**src/rtl/id_branch_stage_if.sv**
```systemverilog
// id_branch_stage_if: fetch-side inputs and decode/fetch-facing outputs of the IF/ID branch stage
interface id_branch_stage_if #(parameter int CNT_W = 16);
  logic             if_valid;
  logic [15:0]      instr;
  logic [15:0]      pc;
  logic [15:0]      pcplus1;
  logic             pred;
  logic             stall;
  logic [15:0]      rx_data;
  logic             t;
  logic             cond_ready;
  logic             id_valid;
  logic [15:0]      id_instr;
  logic [15:0]      id_pc;
  logic [15:0]      id_pcplus1;
  logic             isbranch;
  logic             stall_pc;
  logic             redirect;
  logic [15:0]      redirect_pc;
  logic             prewrong;
  logic             precorrc;
  logic [CNT_W-1:0] branch_cnt;
  logic [CNT_W-1:0] mispred_cnt;
  modport master (
    output if_valid, instr, pc, pcplus1, pred, stall, rx_data, t, cond_ready,
    input  id_valid, id_instr, id_pc, id_pcplus1, isbranch, stall_pc, redirect, redirect_pc,
           prewrong, precorrc, branch_cnt, mispred_cnt
  );
  modport slave (
    input  if_valid, instr, pc, pcplus1, pred, stall, rx_data, t, cond_ready,
    output id_valid, id_instr, id_pc, id_pcplus1, isbranch, stall_pc, redirect, redirect_pc,
           prewrong, precorrc, branch_cnt, mispred_cnt
  );
endinterface

```
**src/rtl/id_branch_stage.sv**
```systemverilog
// id_branch_stage: IF/ID pipeline register that resolves branches in ID and drives fetch redirects
module id_branch_stage #(
  parameter logic [15:0] NOP_INSTR = 16'h0800,
  parameter int          CNT_W     = 16
) (
  input logic          clk,
  input logic          rst,
  id_branch_stage_if.slave bus
);
  typedef enum logic [1:0] {EMPTY, HELD, WAIT} state_t;
  state_t           state, state_nx;
  logic [15:0]      instr_q, pc_q, pc1_q;
  logic             pred_q;
  logic [CNT_W-1:0] branch_cnt, mispred_cnt;
  logic             id_valid, is_b, is_beqz, is_bnez, is_bt, branch;
  logic             taken, cond_ok, resolve, mispred, stall_pc;
  logic [15:0]      id_instr, imm, target;
  always_comb begin
    id_valid = state != EMPTY;
    id_instr = id_valid ? instr_q : NOP_INSTR;
    is_b     = id_instr[15:11] == 5'b00010;
    is_beqz  = id_instr[15:11] == 5'b00100;
    is_bnez  = id_instr[15:11] == 5'b00101;
    is_bt    = id_instr[15:11] == 5'b01100 && id_instr[10:9] == 2'b00;
    branch   = is_b | is_beqz | is_bnez | is_bt;
    imm      = is_b ? {{5{id_instr[10]}}, id_instr[10:0]} : {{8{id_instr[7]}}, id_instr[7:0]};
    target   = pc1_q + imm;
    taken    = is_b | (is_beqz & (bus.rx_data == 16'h0)) | (is_bnez & (bus.rx_data != 16'h0))
             | (is_bt & (bus.t == id_instr[8]));
    cond_ok  = is_b | bus.cond_ready;
    resolve  = id_valid & branch & cond_ok & ~bus.stall;
    // pred=1 means fall-through was chosen, so a mispredict is taken == pred
    mispred  = resolve & (taken == pred_q);
    stall_pc = bus.stall | (id_valid & branch & ~cond_ok);
    state_nx = mispred ? EMPTY
             : stall_pc ? (!id_valid ? EMPTY : (branch & ~cond_ok) ? WAIT : HELD)
             : bus.if_valid ? HELD : EMPTY;
  end
  always_ff @(posedge clk) begin
    if (rst) state <= EMPTY;
    else state <= state_nx;
  end
  always_ff @(posedge clk) begin
    if (rst) begin
      instr_q <= NOP_INSTR;
      pc_q    <= '0;
      pc1_q   <= '0;
      pred_q  <= 1'b0;
    end else if (mispred) begin
      instr_q <= NOP_INSTR;
    end else if (!stall_pc) begin
      instr_q <= bus.instr;
      pc_q    <= bus.pc;
      pc1_q   <= bus.pcplus1;
      pred_q  <= bus.pred;
    end
  end
  always_ff @(posedge clk) begin
    if (rst) begin
      branch_cnt  <= '0;
      mispred_cnt <= '0;
    end else if (resolve) begin
      branch_cnt  <= branch_cnt + CNT_W'(!(&branch_cnt));
      mispred_cnt <= mispred_cnt + CNT_W'(mispred && !(&mispred_cnt));
    end
  end
  assign bus.id_valid    = id_valid;
  assign bus.id_instr    = id_instr;
  assign bus.id_pc       = pc_q;
  assign bus.id_pcplus1  = pc1_q;
  assign bus.isbranch    = id_valid & branch;
  assign bus.stall_pc    = stall_pc;
  assign bus.redirect    = mispred;
  assign bus.redirect_pc = mispred ? (taken ? target : pc1_q) : 16'h0;
  assign bus.prewrong    = mispred;
  assign bus.precorrc    = resolve & ~mispred;
  assign bus.branch_cnt  = branch_cnt;
  assign bus.mispred_cnt = mispred_cnt;
endmodule

```
**src/flat_wrapper.sv**
```systemverilog
// flat-port wrapper written by rule: the top's interface ports become plain ports
module id_branch_stage_flat 
#(
  parameter logic [15:0] NOP_INSTR = 16'h0800,
  parameter int          CNT_W     = 16
)
  (clk, rst, bus_if_valid, bus_instr, bus_pc, bus_pcplus1, bus_pred, bus_stall, bus_rx_data, bus_t, bus_cond_ready, bus_id_valid, bus_id_instr, bus_id_pc, bus_id_pcplus1, bus_isbranch, bus_stall_pc, bus_redirect, bus_redirect_pc, bus_prewrong, bus_precorrc, bus_branch_cnt, bus_mispred_cnt);
  id_branch_stage_if #(.CNT_W(CNT_W)) bus_i ();
  input logic clk;
  input logic rst;
  input wire logic [$bits(bus_i.if_valid)-1:0] bus_if_valid;
  input wire logic [$bits(bus_i.instr)-1:0] bus_instr;
  input wire logic [$bits(bus_i.pc)-1:0] bus_pc;
  input wire logic [$bits(bus_i.pcplus1)-1:0] bus_pcplus1;
  input wire logic [$bits(bus_i.pred)-1:0] bus_pred;
  input wire logic [$bits(bus_i.stall)-1:0] bus_stall;
  input wire logic [$bits(bus_i.rx_data)-1:0] bus_rx_data;
  input wire logic [$bits(bus_i.t)-1:0] bus_t;
  input wire logic [$bits(bus_i.cond_ready)-1:0] bus_cond_ready;
  output wire logic [$bits(bus_i.id_valid)-1:0] bus_id_valid;
  output wire logic [$bits(bus_i.id_instr)-1:0] bus_id_instr;
  output wire logic [$bits(bus_i.id_pc)-1:0] bus_id_pc;
  output wire logic [$bits(bus_i.id_pcplus1)-1:0] bus_id_pcplus1;
  output wire logic [$bits(bus_i.isbranch)-1:0] bus_isbranch;
  output wire logic [$bits(bus_i.stall_pc)-1:0] bus_stall_pc;
  output wire logic [$bits(bus_i.redirect)-1:0] bus_redirect;
  output wire logic [$bits(bus_i.redirect_pc)-1:0] bus_redirect_pc;
  output wire logic [$bits(bus_i.prewrong)-1:0] bus_prewrong;
  output wire logic [$bits(bus_i.precorrc)-1:0] bus_precorrc;
  output wire logic [$bits(bus_i.branch_cnt)-1:0] bus_branch_cnt;
  output wire logic [$bits(bus_i.mispred_cnt)-1:0] bus_mispred_cnt;
  assign bus_i.if_valid = bus_if_valid;
  assign bus_i.instr = bus_instr;
  assign bus_i.pc = bus_pc;
  assign bus_i.pcplus1 = bus_pcplus1;
  assign bus_i.pred = bus_pred;
  assign bus_i.stall = bus_stall;
  assign bus_i.rx_data = bus_rx_data;
  assign bus_i.t = bus_t;
  assign bus_i.cond_ready = bus_cond_ready;
  assign bus_id_valid = bus_i.id_valid;
  assign bus_id_instr = bus_i.id_instr;
  assign bus_id_pc = bus_i.id_pc;
  assign bus_id_pcplus1 = bus_i.id_pcplus1;
  assign bus_isbranch = bus_i.isbranch;
  assign bus_stall_pc = bus_i.stall_pc;
  assign bus_redirect = bus_i.redirect;
  assign bus_redirect_pc = bus_i.redirect_pc;
  assign bus_prewrong = bus_i.prewrong;
  assign bus_precorrc = bus_i.precorrc;
  assign bus_branch_cnt = bus_i.branch_cnt;
  assign bus_mispred_cnt = bus_i.mispred_cnt;
  id_branch_stage #(.NOP_INSTR(NOP_INSTR), .CNT_W(CNT_W)) u_core (.clk(clk), .rst(rst), .bus(bus_i));
endmodule
```
**config.mk**
```make
export PLATFORM = sky130hd
export DESIGN_NAME = id_branch_stage_flat
export DESIGN_NICKNAME = d
export VERILOG_FILES = /design/src/rtl/id_branch_stage_if.sv /design/src/rtl/id_branch_stage.sv /design/src/flat_wrapper.sv
export SDC_FILE = /design/constraint.sdc
export NUM_CORES = 1
export LEC_CHECK = 0
export CORE_ASPECT_RATIO = 1.2
export CORE_MARGIN = 2
export CORE_UTILIZATION = 35
export DETAILED_ROUTE_END_ITERATION = 8
export PLACE_DENSITY = 0.72
export SYNTH_ARGS = -nofsm -noshare
export SYNTH_HDL_FRONTEND = slang
export SYNTH_SLANG_ARGS = --single-unit
```
**constraint.sdc**
```tcl
create_clock -name clk -period 5.94 [get_ports clk]
set_input_delay 0.594 -clock clk [delete_from_list [all_inputs] [get_ports clk]]
set_output_delay 0.594 -clock clk [all_outputs]
set_load 0.02 [all_outputs]
```
==> summary.txt, run 1 <==
STA
  – Fin Hold WS: 0.4695 ns
  – Final hold vios: 0
  – Min cycle time layout: 5.030 ns
  – Setup slack after layout: 0.9096 ns
  – Max Clk Rate: 198.8 MHz
  – Max-slew violations: 0
  – Clk_skew: 0.005902 ns
  – Slew of the pin with the lowest slew margin: 1.040 ns
  – Setup TNS: 0 ns
  – Final setup viols: 0
  – RSZ-0062 raised after global routing: no
  – Final critical-path share of the clock period: 84.69%
  – Slew headroom: 30.42%

Floorplanning
  – Num ports: 173
  – FP Rows: 47
  – Std-Cell Core Area: 13,760 µm²
  – Die Ht: 134.0 µm
  – Initial core utilization: 35.84%
  – Die width: 112.4 µm
  – Die area: 15,060 µm²

Global route
  – Largest net degree at the start of global routing: 117
  – Antenna violations before repair: 0
  – Vias in the first global route: 4,660
  – Total track usage: 18.26%
  – Grt ovf: 0
  – First-pass GRT wire length: 22.63 mm

Final layout
  – N_diodes: 0
  – Fin util: 51.92%
  – Commonest cells after routing, fill and taps aside: clkdlybuf4s50_1 (171), dfxtp_1 (83), nand2b_1 (67), mux2i_1 (50), nor2_1 (45)
  – Final Non-Filler Cells: 915
  – Area growth syn-to-layout: 44.85%
  – Final nets: 832
  – Share of cells above drive strength 1: 4.570%
  – Final Cell Area: 7144 µm²
  – Commonest non-fill, non-tap cell in the layout: clkdlybuf4s50_1

Yosys
  – Async S/R FF share, synth: 0%
  – Synth warn: 0
  – Ys flop type: dfxtp_1
  – Syn_area_per_cell: 8.489 µm²
  – Largest area contributor in the netlist: dfxtp_1
  – Register area share after synthesis: 33.69%
  – Synth area leaders: dfxtp_1 (34%), mux2i_1 (10%), nand2b_1 (8.5%), ha_1 (5.1%), xor2_1 (3.9%)
  – Post-Syn Nets: 673
  – Cells after Synth: 581
  – Mapped cell area: 4932 µm²
  – Seq cells post-synth: 83
  – Synth top area share: 33.69%
  – Post-synth EDFFs: 0
  – Netlist cell types: 53

Worst setup path
  – CP required: 5.35 ns
  – Crit. End Element: output pin
  – Worst setup SP type: flop
  – WS Path Type: reg2out
  – Worst Path Arrival: 4.44 ns
  – CP max FO: 17

Route
  – Final ANT Viol Nets: 0
  – WL/cell: 15.32 µm
  – 1st-pass router iterations: 4
  – DRC viols: 0
  – Wirelength, routed: 14.02 mm
  – Detailed-route via count: 4,784
  – DR iter-0 viols: 326
  – Vias per inst: 5.228

Clock network
  – CTS tree: done
  – Clock Pin Slew Worst Setup and Hold Paths: 0.06 ns
  – H-tree Lvls: 3
  – Clk_lat worst skew: 0.34 ns
  – Total CTS buffers: 9
  – TritonCTS Sinks: 83
  – # hold bufs at CTS: 0
  – Setup bufs post-CTS: 0
  – CTS Buffer Depth: 2
  – CTS root buf: clkbuf_16
  – Post-CTS sizing: 0

Power and ir drop
  – PwrDens: 208.8 nW/µm²
  – Total power: 1.492 mW
  – Lkg Pwr: 2.781 nW
  – IR drop worst, VDD: 0.0001808 V

Place
  – Routability cong.: 0.8659
  – Placed Instance Area: 6794 µm²
  – Pre-CTS setup slack: 1.378 ns
  – Placed insts: 900
  – # port buffers: 172
  – Final HPWL DP: 10.24 mm

Run
  – Max-cap violations: 0

Run status
  – Status: complete, no violations

Min path
  – Worst Hold Class: reg2reg
## cells in the mapped netlist (all sizes together), types with 2 or more instances
library cell,number
nor3b,3
and3,8
nor4b,2
nand4,17
mux2i,50
o31a,2
nor3,21
or3,8
nand2b,67
clkbuf,22
nand2,39
or4,2
o31ai,4
xor2,22
nor4,10
nor2,46
xnor2,11
buf,7
a2111oi,3
and2,17
ha,20
o21ai,13
a211o,4
a211oi,11
a21oi,28
nand3,15
or4b,3
a21o,6
dfxtp,83
o21a,3
and4,4
inv,14
o211ai,4
## registers in the layout, summed over array words and instances, names as in the netlist
| name | cells |
|---|---|
| u_core.bus.branch_cnt | 16 |
| u_core.bus.id_pc | 16 |
| u_core.bus.id_pcplus1 | 16 |
| u_core.bus.mispred_cnt | 16 |
| u_core.instr_q | 16 |
| u_core.pred_q | 1 |
| u_core.state | 2 |
## metal layers
layer / up-vias / track usage [%] / share of wire, %
met1: 2244 / 21.97 / 42
met3: 18 / 5.016 / 6.6
met4: 0 / 5.894 / 1.9
met2: 161 / 31.56 / 49
li1: 2361 / - / -
met5: - / 0 / 0
## critical path, cell delays in order, from the launching register on
cell             delay (ns)
dfxtp_1                0.32
nor2_1                 0.26
inv_1                  0.26
and2_1                 0.25
ha_1                   0.22
fa_1                   0.43
a211oi_1               0.31
o21bai_1               0.16
a2111oi_0              0.64
nor2_1                 0.14
xnor2_1                0.16
a211oi_1               0.25
clkdlybuf4s50_1        0.68
## power breakdown
part | switching [mW] | total, mW | internal (mW) | leakage (nW)
sequential | 0.0213 | 0.600 | 0.579 | 0.679
combinational | 0.105 | 0.225 | 0.121 | 1.93
clock | 0.234 | 0.666 | 0.432 | 0.168
## logic make-up (layout without fill, tap and decap cells)
kind of cell,Yosys count,after routing,synth area share (%)
multiplexers,51,51,10.38
AO/OA/AOI/OAI,85,85,11.42
flip-flops,83,83,33.69
adder cells (fa/ha/maj),21,21,5.479
AND/OR/NAND/NOR,265,265,29.58
XOR/XNOR,33,33,5.860
buffers and inverters,43,206,3.602
## final cells by class
class | count | area, µm²
clock buffer | 11 | 252.7
clock inverter | 4 | 97.59
fill | 1305 | 6616
inverter | 14 | 52.55
multi-input combinational | 455 | 3112
sequential | 83 | 1662
tap | 171 | 214.0
timing repair buffer | 177 | 1754
## final timing paths
check | to | cells after the start | startpoint | slack [ns]
min | u_core.bus.id_pc[6]$_SDFFE_PP0P_ | 2 | u_core.bus.id_pc[6]$_SDFFE_PP0P_ | 0.47
max reg2reg | u_core.bus.mispred_cnt[13]$_SDFFE_PP0P_ | 11 | u_core.instr_q[13]$_SDFFE_PP0P_ | 1.95
min reg2reg | u_core.bus.id_pc[6]$_SDFFE_PP0P_ | 2 | u_core.bus.id_pc[6]$_SDFFE_PP0P_ | 0.47
max | bus_redirect_pc[8] | 12 | u_core.state[1]$_SDFF_PP0_ | 0.91
Power figures use the tool's default switching activity.
==> run 2, diff against run 1 <==
==> constraint.sdc (replaced) <==
create_clock -name clk -period 4.8 [get_ports clk]
set_input_delay 0.48 -clock clk [delete_from_list [all_inputs] [get_ports clk]]
set_output_delay 0.48 -clock clk [all_outputs]
set_load 0.02 [all_outputs]
==> run 2 against run 1 <==
Clock skew fell by 0.0025 ns. Clock-buffer cell count did not move. Wire length rose by 2.4%. Critical path depth fell by 1. Highest routed layer unchanged. Hold slack improved by 0.0047 ns. Via count fell by 0.15%.
==> summary.txt, run 2 (synthesis gave the netlist of run 1 again) <==
Run status
  – Status: complete, no violations (unchanged)

Worst setup path
  – Slowest CP cell: clkdlybuf4s50_1 (unchanged)
  – CP max FO: 7 (was 17)
  – Worst setup SP type: flop (unchanged)
  – Critical Path Most Common Cell: a21o_1
  – Critical Path Max Stage Delay: 0.66 ns (was 0.68 ns)
  – WS Path Type: reg2out (unchanged)
  – CP required: 4.32 ns (was 5.35 ns)
  – Worst Path Arrival: 4.05 ns (was 4.44 ns)
  – Crit. End Element: output pin (unchanged)
  – CP Cell Sequence: or4b_1, nor2_1, a21o_1, ha_1, a21o_1, a31o_2, a211oi_1, nor4_1, nor3b_1, mux2i_1, clkdlybuf4s50_1 (was nor2_1, inv_1, and2_1, ha_1, fa_1, a211oi_1, o21bai_1, a2111oi_0, nor2_1, xnor2_1, a211oi_1, clkdlybuf4s50_1)

Clock network
  – Setup bufs post-CTS: 0 (unchanged)
  – Post-CTS sizing: 0 (unchanged)
  – Clock Pin Slew Worst Setup and Hold Paths: 0.06 ns (about the same)
  – CTS Buffer Depth: 2 (unchanged)
  – CTS tree: done (unchanged)
  – CTS root buf: clkbuf_16 (unchanged)
  – Total CTS buffers: 9 (unchanged)
  – Clk_lat worst skew: 0.34 ns (about the same)
  – # hold bufs at CTS: 0 (unchanged)
  – H-tree Lvls: 3 (unchanged)
  – TritonCTS Sinks: 83 (unchanged)

Place
  – # port buffers: 172 (unchanged)
  – Final HPWL DP: 10.75 mm (was 10.24 mm)
  – Routability cong.: 0.8932 (was 0.8659)

STA
  – Fin Hold WS: 0.4742 ns (was 0.4695 ns)
  – Slew of the pin with the lowest slew margin: 0.9516 ns (was 1.040 ns)
  – Final critical-path share of the clock period: 94.45%
  – Clk_skew: 0.003450 ns (was 0.005902 ns)
  – Final setup viols: 0 (unchanged)
  – Slew headroom: 36.56% (was 30.42%)
  – Max-slew violations: 0 (unchanged)
  – RSZ-0062 raised after global routing: no (unchanged)
  – Max Clk Rate: 220.6 MHz
  – Setup TNS: 0 ns (unchanged)
  – Min cycle time layout: 4.533 ns
  – Final hold vios: 0 (unchanged)

Run
  – Max-cap violations: 0 (unchanged)

Global route
  – First-pass GRT wire length: 22.77 mm (was 22.63 mm)
  – Vias in the first global route: 4,691 (was 4,660)
  – Total track usage: 18.48% (was 18.26%)
  – Grt ovf: 0 (unchanged)
  – Largest net degree at the start of global routing: 73 (was 117)
  – Antenna violations before repair: 0 (unchanged)

Floorplanning
  – Initial core utilization: 35.84% (unchanged)
  – Die Ht: 134.0 µm (unchanged)
  – Die width: 112.4 µm (unchanged)
  – Num ports: 173 (unchanged)
  – FP Rows: 47 (unchanged)
  – Die area: 15,060 µm² (unchanged)
  – Std-Cell Core Area: 13,760 µm² (unchanged)

Final layout
  – Commonest non-fill, non-tap cell in the layout: clkdlybuf4s50_1 (unchanged)
  – Final nets: 836 (was 832)
  – Commonest cells after routing, fill and taps aside: clkdlybuf4s50_1 (171), dfxtp_1 (83), nand2b_1 (67), mux2i_1 (50), nor2_1 (45) (unchanged)
  – Share of cells above drive strength 1: 5.474% (was 4.570%)
  – Fill count: 1,311 (was 1,305)
  – Area growth syn-to-layout: 44.70% (was 44.85%)
  – Fin util: 51.86% (was 51.92%)
  – N_diodes: 0 (unchanged)

Power and ir drop
  – IR drop worst, VDD: 0.0002332 V (was 0.0001808 V)
  – PwrDens: 242.0 nW/µm² (was 208.8 nW/µm²)
  – Lkg Pwr: 2.783 nW (was 2.781 nW)

Route
  – Vias per inst: 5.192 (was 5.228)
  – Met3 wire len: 964 µm (was 932 µm)
  – 1st-pass router iterations: 5 (was 4)
  – WL/cell: 15.60 µm (was 15.32 µm)
  – WL met2: 7.187 mm (was 6.882 mm)
  – DR iter-0 viols: 236 (was 326)
  – Detailed-route via count: 4,777 (was 4,784)
  – DR top layer: met4 (unchanged)
  – Wirelength, routed: 14.36 mm (was 14.02 mm)
  – Final ANT Viol Nets: 0 (unchanged)
  – DRC viols: 0 (unchanged)
  – WL met1: 5.973 mm (was 5.940 mm)

Min path
  – Worst Hold Class: reg2reg (unchanged)
## run 2: critical path, delay by kind of cell, from the launching register on
kind	cells	cell delay, ns
AND/OR/NAND/NOR	4	1.23
AO/OA/AOI/OAI	4	0.89
flip-flops	1	0.36
adder cells (fa/ha/maj)	1	0.31
multiplexers	1	0.25
buffers and inverters	1	0.66
## run 2: power breakdown
part	internal (mW)	total, mW	switching (mW)
clock network	0.415	0.701	0.286
logic	0.151	0.283	0.131
registers	0.716	0.743	0.0268
total	1.28	1.73	0.445
## run 2: layer usage
layer,up-vias,track usage (%)
li1,2381,-
met1,2213,21.81
met2,162,32.03
met3,21,5.965
met4,0,5.488
met5,-,0
## run 2: cell type report
| type | instances | area [µm²] | share of cell area [%] |
|---|---|---|---|
| clock buffers | 11 | 242.7 | 3.401 |
| clock inverters | 5 | 52.55 | 0.7363 |
| inverters | 14 | 52.55 | 0.7363 |
| multi-input cells | 455 | 3129 | 43.85 |
| flip-flops and latches | 83 | 1662 | 23.28 |
| well taps | 171 | 214.0 | 2.998 |
| repair buffers | 181 | 1784 | 25.00 |
## run 2: worst paths after layout
| check | endpoint | cells past startpoint | start | slack [ns] |
|---|---|---|---|---|
| min | u_core.bus.id_pc[6]$_SDFFE_PP0P_ | 2 | u_core.bus.id_pc[6]$_SDFFE_PP0P_ | 0.47 |
| min reg2reg | u_core.bus.id_pc[6]$_SDFFE_PP0P_ | 2 | u_core.bus.id_pc[6]$_SDFFE_PP0P_ | 0.47 |
| max reg2reg | u_core.bus.mispred_cnt[11]$_SDFFE_PP0P_ | 11 | u_core.instr_q[9]$_SDFFE_PP0P_ | 0.87 |
| max | bus_redirect_pc[15] | 11 | u_core.instr_q[13]$_SDFFE_PP0P_ | 0.27 |
## run 2: per-stage QoR
step	power, mW	instance area, µm²	cells	setup slack, ns
2_1_floorplan	0.9008	4932	581	0.9324
3_3_place_gp	1.033	6824	904	0.6502
3_5_place_dp	1.040	6824	904	0.4979
4_1_cts	1.746	7119	920	0.09419
5_1_grt	1.805	7137	920	0.01983
6_report	1.727	7137	920	0.2665
